## src/rtl/pixel_pack_fifo.sv

```systemverilog
// Converts cropped 24-bit RGB pixels to RGB565, packs two per 32-bit word with a
// start-of-frame tag, and buffers the words in a first-word-fall-through FIFO.
module pixel_pack_fifo #(
    parameter int unsigned FIFO_AW = 4
) (
    input  logic                 clk,
    input  logic                 rst,
    input  logic                 vs_i,
    input  logic                 de_i,
    input  logic [23:0]          rgb_i,
    output logic                 m_valid,
    input  logic                 m_ready,
    output logic [31:0]          m_data,
    output logic                 m_sof,
    output logic [FIFO_AW:0]     fill,
    output logic                 overflow,
    output logic [15:0]          last_frame_words
);

    localparam int unsigned DEPTH = 2 ** FIFO_AW;
    localparam int unsigned FW    = FIFO_AW + 1;

    typedef struct packed {
        logic        sof;
        logic [31:0] data;
    } entry_t;

    entry_t             mem [DEPTH];
    logic [FIFO_AW-1:0] wr_ptr;
    logic [FIFO_AW-1:0] rd_ptr;
    logic               vs_d;
    logic               half_valid;
    logic [15:0]        lo;
    logic               sof_pending;
    logic [15:0]        frame_cnt;

    logic [15:0] p565;
    logic        fs;
    logic        pix_en;
    logic        push_req;
    logic        push_ok;
    logic        pop;
    logic        full;
    logic        unused_rgb;
    entry_t      head;

    assign p565       = {rgb_i[23:19], rgb_i[15:10], rgb_i[7:3]};
    assign unused_rgb = ^{rgb_i[18:16], rgb_i[9:8], rgb_i[2:0]};
    assign fs         = vs_i & ~vs_d;
    assign pix_en     = de_i & ~vs_i;
    assign push_req   = pix_en & half_valid;
    assign full       = (fill == FW'(DEPTH));
    assign pop        = m_valid & m_ready;
    assign push_ok    = push_req & (~full | pop);

    // Head entry falls through straight from storage; gated so idle outputs read zero.
    assign head    = mem[rd_ptr];
    assign m_valid = (fill != '0);
    assign m_data  = m_valid ? head.data : 32'h0;
    assign m_sof   = m_valid & head.sof;

    always_ff @(posedge clk) begin
        if (push_ok) begin
            mem[wr_ptr] <= '{sof: sof_pending, data: {p565, lo}};
        end
    end

    always_ff @(posedge clk or posedge rst) begin
        if (rst) begin
            wr_ptr <= '0;
            rd_ptr <= '0;
            fill   <= '0;
        end else begin
            if (push_ok) wr_ptr <= wr_ptr + FIFO_AW'(1);
            if (pop)     rd_ptr <= rd_ptr + FIFO_AW'(1);
            case ({push_ok, pop})
                2'b10:   fill <= fill + FW'(1);
                2'b01:   fill <= fill - FW'(1);
                default: fill <= fill;
            endcase
        end
    end

    // Packer, frame tagging and per-frame statistics.
    always_ff @(posedge clk or posedge rst) begin
        if (rst) begin
            vs_d             <= 1'b0;
            half_valid       <= 1'b0;
            lo               <= 16'h0;
            sof_pending      <= 1'b0;
            overflow         <= 1'b0;
            frame_cnt        <= 16'h0;
            last_frame_words <= 16'h0;
        end else begin
            vs_d <= vs_i;
            if (fs) begin
                half_valid       <= 1'b0;
                sof_pending      <= 1'b1;
                overflow         <= 1'b0;
                last_frame_words <= frame_cnt;
                frame_cnt        <= 16'h0;
            end else if (pix_en) begin
                if (!half_valid) begin
                    lo         <= p565;
                    half_valid <= 1'b1;
                end else begin
                    half_valid <= 1'b0;
                    if (push_ok) begin
                        sof_pending <= 1'b0;
                        if (frame_cnt != 16'hFFFF) frame_cnt <= frame_cnt + 16'd1;
                    end else begin
                        overflow <= 1'b1;
                    end
                end
            end
        end
    end

endmodule
```

## config.mk

```make
export PLATFORM = sky130hd
export DESIGN_NAME = pixel_pack_fifo
export DESIGN_NICKNAME = d
export VERILOG_FILES = /design/src/rtl/pixel_pack_fifo.sv
export SDC_FILE = /design/constraint.sdc
export NUM_CORES = 1
export LEC_CHECK = 0
export BUFFER_PORTS_ARGS = -buffer_cell sky130_fd_sc_hd__buf_2
export CAP_MARGIN = 20
export CELL_PAD_IN_SITES_DETAIL_PLACEMENT = 1
export CELL_PAD_IN_SITES_GLOBAL_PLACEMENT = 2
export CORE_ASPECT_RATIO = 0.75
export CORE_MARGIN = 10
export CORE_UTILIZATION = 30
export CTS_CLUSTER_SIZE = 25
export DETAILED_ROUTE_END_ITERATION = 12
export PLACE_DENSITY_LB_ADDON = 0.2
export RECOVER_POWER = 25
export SLEW_MARGIN = 0
export SYNTH_ARGS = -nofsm -noshare
export SYNTH_HDL_FRONTEND = slang
export SYNTH_SLANG_ARGS = --single-unit
```

## constraint.sdc

```tcl
create_clock -name clk -period 11.7 [get_ports clk]
set_clock_uncertainty 0.1 [all_clocks]
set_input_delay 1.755 -clock clk [delete_from_list [all_inputs] [get_ports clk]]
set_output_delay 1.755 -clock clk [all_outputs]
set_load 0.02 [all_outputs]
```

==> flow_metrics.py, run 1 <==
metrics = {
    "outcome": {
        "status": "finished clean",
    },
    "final_layout": {
        "syn2layout_area_growth_pct": 15.9,
        "drive_gt1_share_pct": 29.7,
        "post-route-util_pct": 35.0,
        "num-nets-final": 1259,
        "layoutNonFillerInstCount": 2306,
        "layout_commonest_cell": "edfxtp_1",
        "final_cell_mix": "edfxtp_1 (528), mux4_2 (132), mux2i_1 (73)",
        "antenna_cells": 0,
    },
    "clock_tree": {
        "clk_path_buf_depth": 3,
        "cts_resized": 0,
        "clock-root-buffer": "clkbuf_16",
        "clkTransAtPathRegs_ns": 0.07,
        "cts_hold_buf": 0,
        "cts_setup_buffers": 0,
        "cts_tree": "done",
        "numClockSinks": 593,
        "cts_made_buffers": 59,
        "cts_max_level": 2,
        "clk_latency_ns": 0.63,
    },
    "grt": {
        "antenna_found_initial": 3,
        "grtUsageTotal_pct": 13.0,
        "grt_first_pass_wirelength_um": 85200,
        "grt_pass1_vias": 12200,
        "grt.overflow.total": 0,
        "grt_max_degree": 66,
    },
    "routing": {
        "wl_per_cell_um": 25.0,
        "via_count": 11200,
        "vias_per_cell": 4.84,
        "detail-route-antenna-nets": 0,
        "finalWirelength_um": 57700,
        "drc_errors": 0,
        "drtPass1Iterations": 5,
        "drt_iter0_drc": 895,
    },
    "die": {
        "initial_core_util_pct": 30.2,
        "die_w_um": 341,
        "num_rows": 88,
        "fp.dieArea_sq_um": 88700,
        "core_sq_um": 76600,
        "ios": 85,
        "die_h_um": 260,
    },
    "sta": {
        "hold_slack_ns": 0.378,
        "setup_tns_ns": 0,
        "hold_viol": 0,
        "maxSlewViolCount": 0,
        "min_period_ns": 5.44,
        "fmax_mhz": 184,
        "relSlewSlack_pct": 32.3,
        "tightest_slew_ns": 1.02,
        "post-route-period-util_pct": 46.5,
        "setup_viol": 0,
        "rsz0062_at_grt": "no",
    },
    "pwr": {
        "p_per_area_nw_per_um2": 230,
        "swShare_pct": 30.9,
        "pwr-share-seq_pct": 42.6,
        "ir_drop_mv": 0.161,
        "comb_power_share_pct": 26.4,
        "leakage_nw": 8.97,
        "power_switching_mw": 1.90,
        "clkPwrFrac_pct": 31.0,
        "power.internal_mw": 4.26,
        "p_total_mw": 6.17,
    },
    "synthesis": {
        "syn_nets": 1145,
        "async_flop_share_pct": 11.0,
        "yosys_warnings": 0,
        "ys_ff_latch": 593,
        "seq_area_frac_synth_pct": 75.6,
        "syn-instance-count": 1106,
        "synth.distinct_cells": 55,
        "synth-edff-count": 528,
        "synth-main-ff-cell": "edfxtp_1",
        "synth.cell_area_sq_um": 23100,
        "avgSynthCellArea_sq_um": 20.9,
    },
    "worst_hold_path": {
        "hold_path_class": "register to register",
    },
    "critical_path": {
        "endpoint_kind": "primary output",
        "cp.required_ns": 9.85,
        "regToRegSetupSlack_ns": 8.74,
        "critical_path_class": "register to primary output",
        "arrival_ns": 3.59,
        "startpoint_type": "register",
        "worstPathMaxFanout": 46,
    },
    "placed_design": {
        "io_buffers": 76,
        "gp_congestion": 0.669,
        "dpl.hpwl_um": 30400,
        "place_inst": 2192,
    },
    "job": {
        "cap_violations": 0,
    },
}
-- kinds of logic after synthesis --
kind of cell	synth area share, %
AND/OR/NAND/NOR	3.06
buffers and inverters	1.19
XOR/XNOR	0.379
multiplexers	17.0
AO/OA/AOI/OAI	2.19
adder cells (fa/ha/maj)	0.574
flip-flops	75.6
-- path summary, 6_finish.rpt --
check,cells after the start,from,endpoint
worst max-delay path,6,rd_ptr[0],m_data[11]
worst min-delay path,2,last_frame_words[10],last_frame_words[10]
max in group asynchronous,3,rst,rd_ptr[3]
worst max register to register,8,fill[0],fill[4]
worst min register to register,2,last_frame_words[10],last_frame_words[10]
min in group asynchronous,3,rst,last_frame_words[11]
-- registers in the layout, indices dropped and copies added, names as in the netlist --
signal            cells
frame_cnt            16
last_frame_words     16
vs_d                  1
overflow              1
rd_ptr                4
wr_ptr                4
mem                 528
fill                  5
sof_pending           1
lo                   16
half_valid            1
-- Yosys cell counts (3+ instances only) --
library cell  count  area share, %
ha_1              9           0.49
a21o_1            3          0.097
a21oi_1           8           0.17
mux2i_1          73            3.2
nand3_1          10           0.22
edfxtp_1        528             69
dfrtp_1          65            7.0
inv_1             8           0.13
o21ai_0           6           0.13
and3_1           17           0.46
nor3_1            4          0.087
nand4_1           5           0.14
mux2_2           20           0.97
nand2b_1          7           0.19
o22ai_1          33           0.89
and2_1            3          0.081
xnor2_1           8           0.30
mux4_2          132             13
nand2_1          59           0.96
nor2b_1           4           0.11
nor2_1            5          0.081
buf_2            28           0.61
buf_1             5          0.081
clkbuf_1         20           0.32
and4_1            5           0.19
-- stage by stage --
stage | cell area [sq um] | setup WS (ns)
floorplan | 23100 | 6.42
global placement | 24800 | 6.23
detailed placement | 24800 | 6.25
CTS | 26800 | 5.54
global route | 26800 | 5.93
finish | 26800 | 6.26
-- power by group through the flow --
stage                     Sequential [mW]  Clock [mW]  Combinational, mW
after floorplan                      2.57           0               1.22
final                                2.62        1.91               1.63
after global routing                 2.65        2.07               1.79
after global placement               2.67           0               1.67
after detailed placement             2.68           0               1.68
after CTS                            2.63        1.98               1.68
-- metal layers --
metal  GRT usage (%)  vias up  share of wire (%)  wire, um
li1                -     4807                  -         -
met2            20.0      176                 45     26000
met3            2.44       74                3.9      2270
met1            19.1     6103                 49     28500
met5               0        -              0.071        41
met4            2.85        6                1.6       897
-- worst max-delay path: stages (launching register included) --
cell and delay (ns):
dfrtp_4 0.48, buf_4 0.40, buf_4 0.83, mux4_2 0.59, mux2i_1 0.20, o22ai_1 0.18
buf_2 0.24
-- layout make-up --
| class | instances | area, sq um |
|---|---|---|
| fill | 7587 | 49800 |
| sequential | 593 | 17500 |
| multi-input combinational | 451 | 5390 |
| clock buffer | 78 | 1620 |
| tap | 1035 | 1290 |
| timing repair buffer | 107 | 636 |
| clock inverter | 34 | 339 |
| inverter | 8 | 31.3 |
Power figures use the tool's default switching activity.
==> run 2, diff against run 1 <==
Settings changed: ABC_AREA from default to 1.
Clock period 11.7 ns to 5 ns, I/O delays scaled along.
==> flow_metrics.py, run 2 <==
metrics = {
    "routing": {
        "finalWirelength_um": 72600,
        "drt_iter0_drc": 1003,
        "drc_errors": 0,
        "wl_per_cell_um": 22.1,
        "via_count": 16000,
        "drtPass1Iterations": 4,
        "detail-route-antenna-nets": 0,
        "vias_per_cell": 4.87,
    },
    "synthesis": {
        "synth-main-ff-cell": "edfxtp_1",
        "yosysMostFrequentCell": "nand2_1",
        "synth_top_area_share_pct": 65.4,
        "yosys.area.top_type": "edfxtp_1",
        "synth.cell_area_sq_um": 24200,
        "async_flop_share_pct": 11.0,
        "syn-instance-count": 2109,
        "synth-edff-count": 528,
        "syn_nets": 2148,
        "synth_common_cells": "nand2_1 (767), edfxtp_1 (528), nand3_1 (423)",
        "synth_area_leaders": "edfxtp_1 (65%), nand2_1 (12%), nand3_1 (8.7%)",
        "avgSynthCellArea_sq_um": 11.5,
        "yosys_warnings": 0,
        "synth.distinct_cells": 29,
        "seq_area_frac_synth_pct": 72.1,
        "ys_ff_latch": 593,
    },
    "sta": {
        "setup_tns_ns": 0,
        "relSlewSlack_pct": 24.6,
        "min_period_ns": 4.14,
        "fin_ws_ns": 0.857,
        "hold_viol": 0,
        "setup_viol": 0,
        "hold_slack_ns": 0.185,
        "fmax_mhz": 241,
        "rsz0062_at_grt": "no",
        "maxSlewViolCount": 0,
        "post-route-period-util_pct": 82.9,
        "tightest_slew_ns": 1.13,
    },
    "final_layout": {
        "syn2layout_area_growth_pct": 15.7,
        "num-nets-final": 2220,
        "largest_register_ffs": 528,
        "layout_commonest_cell": "nand2_1",
        "final_cell_mix": "nand2_1 (767), edfxtp_1 (528), nand3_1 (423)",
        "drive_gt1_share_pct": 11.0,
        "finalInstanceArea_sq_um": 28000,
        "regMostFlops": "mem",
    },
    "clock_tree": {
        "clock-root-buffer": "clkbuf_16",
        "cts_setup_buffers": 0,
        "clkTransAtPathRegs_ns": 0.06,
        "clk_path_buf_depth": 3,
        "cts_max_level": 3,
        "numClockSinks": 593,
        "clk_latency_ns": 0.59,
        "cts_hold_buf": 0,
        "cts_resized": 0,
        "cts_made_buffers": 69,
        "cts_tree": "done",
    },
    "critical_path": {
        "crit_start": "rd_ptr[1]",
        "worst-path-stages": 8,
        "reg2reg_from": "fill[0]",
        "arrival_ns": 3.29,
        "regToRegSetupSlack_ns": 2.00,
        "path_cells": "inv_4 -> buf_4 -> nand3_1 -> nand3_1 -> nand2_1 -> nand2_1 -> a21oi_1 -> buf_2",
        "cpLargestDelayFamily": "buffers and inverters",
        "worst-path-buf-inv": 3,
        "endpoint_kind": "primary output",
        "r2r_end": "mem[2][26]",
        "cp.required_ns": 4.15,
        "slowest_delay_ns": 0.76,
        "slowest_stage": "dfrtp_4",
        "critPathCapture": "m_data[15]",
        "ff2ff_path_depth": 7,
        "worstPathMaxFanout": 55,
        "critical_path_class": "register to primary output",
        "startpoint_type": "register",
    },
    "placed_design": {
        "place_area_sq_um": 25900,
        "io_buffers": 76,
        "gp_congestion": 0.728,
        "post-place-ws_ns": 1.46,
        "dpl.hpwl_um": 40200,
    },
    "grt": {
        "grt_max_degree": 175,
        "grt_pass1_vias": 16700,
        "grt.overflow.total": 0,
        "grt_first_pass_wirelength_um": 109000,
        "grtUsageTotal_pct": 15.6,
        "antenna_found_initial": 0,
    },
    "die": {
        "fp.dieArea_sq_um": 92700,
        "die_w_um": 348,
        "initial_core_util_pct": 30.2,
        "core_sq_um": 80300,
        "num_rows": 90,
        "ios": 85,
        "die_h_um": 266,
    },
    "job": {
        "cap_violations": 0,
    },
    "pwr": {
        "p_per_area_nw_per_um2": 581,
        "ir_drop_mv": 0.552,
        "p_total_mw": 16.3,
        "leakage_nw": 10.3,
    },
    "outcome": {
        "status": "finished clean",
    },
    "worst_hold_path": {
        "hold_path_class": "input port to register",
    },
}
## run 2: changes by cell type after synthesis, moves of 17 or more
cell	previous run	this run
nor2_1	5	41
o22ai_1	33	0
nand3_1	10	423
o21ai_0	6	30
buf_2	28	74
and3_1	17	0
mux2i_1	73	0
mux4_2	132	0
nand2_1	59	767
a21oi_1	8	34
inv_1	8	34
## run 2: power breakdown
group          total [mW]  internal, mW  switching, mW
logic                5.27          1.50           3.77
registers            6.17          5.74          0.434
clock network        4.84          2.84           2.00
## run 2: how the worst min path moves through the flow
stage,endpoint,slack (ns),cells after the start,from
after floorplan,frame_cnt[4],0.40,2,frame_cnt[4]
after global placement,last_frame_words[8],0.35,2,last_frame_words[8]
after detailed placement,last_frame_words[8],0.36,2,last_frame_words[8]
after CTS,vs_d,0.13,1,vs_i
after global routing,vs_d,0.14,1,vs_i
final,vs_d,0.18,1,vs_i
## run 2: stage by stage
step | utilization, % | cells
floorplan | - | 2109
global placement | 32.3 | 3168
CTS | 34.9 | 3288
finish | 34.9 | 3289
detailed placement | 32.3 | 3168
global route | 34.9 | 3288
## run 2: logic make-up after synthesis
logic type | after synthesis | synth area share (%)
DFF | 593 | 72.1
buffers and inverters | 158 | 2.91
xor gates and xnor gates | 11 | 0.398
AOI/OAI and AO/OA | 69 | 1.48
muxes | 16 | 0.743
and+or+nand+nor | 1252 | 21.8
adders and majority gates | 10 | 0.547
## run 2: metal layers
layer	global-route usage [%]	part of all wire, %	up-vias
met3	2.69	3.1	92
li1	-	-	7461
met2	24.3	45	200
met1	22.4	50	8269
met4	3.51	1.9	0
met5	0	0	-
## run 2: layout make-up
type	instances	area, sq um
inverter	39	158
tap	1058	1320
multi-input combinational	1358	6160
timing repair buffer	120	777
clock inverter	34	283
antenna	1	2.50
clock buffer	86	1830
sequential	593	17500
fill	8674	52300
==> run 3, diff against run 2 <==
Clock period 5 ns to 3.4 ns, I/O delays scaled along.
==> flow_metrics.py, run 3 (synthesis gave the netlist of run 2 again) <==
metrics = {
    "final_layout": {
        "drive_gt1_share_pct": 12.3,
        "post-route-util_pct": 35.5,
        "multi_input_area_sq_um": 6170,
        "n_fill_cell": 8730,
        "num-nets-final": 2242,
        "ff_latch_area_sq_um": 17500,
        "regMostFlops": "mem",
        "largest_register_ffs": 528,
        "syn2layout_area_growth_pct": 17.5,
        "final_cell_mix": "nand2_1 (767), edfxtp_1 (528), nand3_1 (423)",
        "layout_commonest_cell": "nand2_1",
    },
    "routing": {
        "drt_iter0_drc": 1116,
        "detail-route-antenna-nets": 0,
        "finalWirelength_um": 75000,
        "wl_per_cell_um": 22.6,
        "vias_per_cell": 4.87,
        "via_count": 16100,
        "drtPass1Iterations": 5,
        "drc_errors": 0,
    },
    "critical_path": {
        "startpoint_type": "register",
        "critical_path_class": "register to primary output",
        "cp.required_ns": 2.79,
        "endpoint_kind": "primary output",
        "path_common_cell": "nand2_1",
        "path_cells": "buf_12 -> nand2_1 -> nand3_1 -> nand3_1 -> nand2_1 -> nand2_1 -> a21oi_1 -> buf_2",
        "arrival_ns": 2.63,
        "slowest_stage": "dfrtp_4",
        "regToRegSetupSlack_ns": 0.65,
        "slowest_delay_ns": 0.64,
        "worstPathMaxFanout": 61,
    },
    "sta": {
        "min_period_ns": 3.24,
        "fin_ws_ns": 0.156,
        "fmax_mhz": 308,
        "hold_viol": 0,
        "setup_tns_ns": 0,
        "rsz0062_at_grt": "no",
        "relSlewSlack_pct": 34.7,
        "post-route-period-util_pct": 95.4,
        "tightest_slew_ns": 0.980,
        "maxSlewViolCount": 0,
        "setup_viol": 0,
    },
    "clock_tree": {
        "cts_made_buffers": 66,
        "cts_tree": "done",
        "clkTransAtPathRegs_ns": 0.06,
        "numClockSinks": 593,
        "clk_path_buf_depth": 3,
        "cts_max_level": 3,
        "clock-root-buffer": "clkbuf_16",
        "clk_latency_ns": 0.60,
    },
    "grt": {
        "antenna_found_initial": 2,
        "grt_first_pass_wirelength_um": 113000,
        "grtUsageTotal_pct": 16.2,
        "grt_max_degree": 79,
        "grt.overflow.total": 0,
        "grt_pass1_vias": 16900,
    },
    "die": {
        "die_h_um": 266,
        "initial_core_util_pct": 30.2,
        "num_rows": 90,
        "ios": 85,
        "die_w_um": 348,
        "fp.dieArea_sq_um": 92700,
        "core_sq_um": 80300,
    },
    "placed_design": {
        "gp_congestion": 0.728,
        "post-place-ws_ns": 0.457,
        "io_buffers": 76,
        "dpl.hpwl_um": 41300,
    },
    "outcome": {
        "status": "finished clean",
    },
    "worst_hold_path": {
        "hold_path_class": "input port to register",
    },
    "pwr": {
        "p_per_area_nw_per_um2": 847,
        "leakage_nw": 10.5,
        "ir_drop_mv": 0.501,
    },
    "job": {
        "cap_violations": 0,
    },
}
## run 3: cell count changes in the layout (fill, tap and decap cells not counted), sizes merged
| cell | delta |
|---|---|
| buf | +23 |
| clkbuf | +8 |
| clkinv | -6 |
| bufinv | -4 |
| dlygate4sd3 | +2 |
| inv | -2 |
| clkinvlp | +1 |
## run 3: final timing paths
check / to / cells past startpoint / start
max: m_data[2] / 8 / rd_ptr[0]
min: half_valid / 4 / de_i
max reg2reg: fill[4] / 14 / fill[0]
min reg2reg: last_frame_words[8] / 2 / last_frame_words[8]
max in group asynchronous: rd_ptr[0] / 4 / rst
min in group asynchronous: last_frame_words[13] / 3 / rst
## run 3: power by group
group | internal, mW | switching [mW] | leakage (nW)
clock network | 4.03 | 2.91 | 1.02
logic | 2.49 | 5.73 | 3.89
registers | 8.44 | 0.536 | 5.57
total | 15.0 | 9.17 | 10.5
## run 3: timing repair
action / in CTS / in global routing
buffers inserted: 1 / 2
hold endpoints to repair: 11 / 0
hold buffers: 2 / 0
setup endpoints to repair: 28 / 28
resized for setup: 5 / 8
## run 3: metrics by stage
stage / hold WS, ns / power [mW] / cell area [sq um] / cells
after floorplan: 0.396 / 14.1 / 24200 / 2109
final: 0.179 / 24.1 / 28500 / 3311
after detailed placement: 0.338 / 17.4 / 26300 / 3189
after CTS: 0.138 / 24.5 / 28400 / 3309
after global placement: 0.331 / 17.3 / 26300 / 3189
after global routing: 0.182 / 25.7 / 28500 / 3310
## run 3: final cells by class
cell class	instances	area share (%)
Tap cell	1058	4.65
Inverter	39	0.637
Clock inverter	23	0.514
Timing Repair Buffer	145	4.29
Clock buffer	94	6.78
Antenna cell	1	0.00879
Multi-Input combinational cell	1358	21.7
Sequential cell	593	61.4
## run 3: routing by layer
layer,GRT usage [%],part of all wire (%),vias up
met2,25.6,45,215
met3,2.66,3.3,97
met1,23.1,50,8304
met5,0,0,-
met4,3.39,1.7,0
li1,-,-,7517
## run 3: critical path, delay by kind of cell (launching register included)
| kind | cells | cell delay, ns |
|---|---|---|
| AOI/OAI and AO/OA | 1 | 0.39 |
| DFF | 1 | 0.64 |
| and+or+nand+nor | 5 | 0.40 |
| buffers and inverters | 2 | 0.59 |
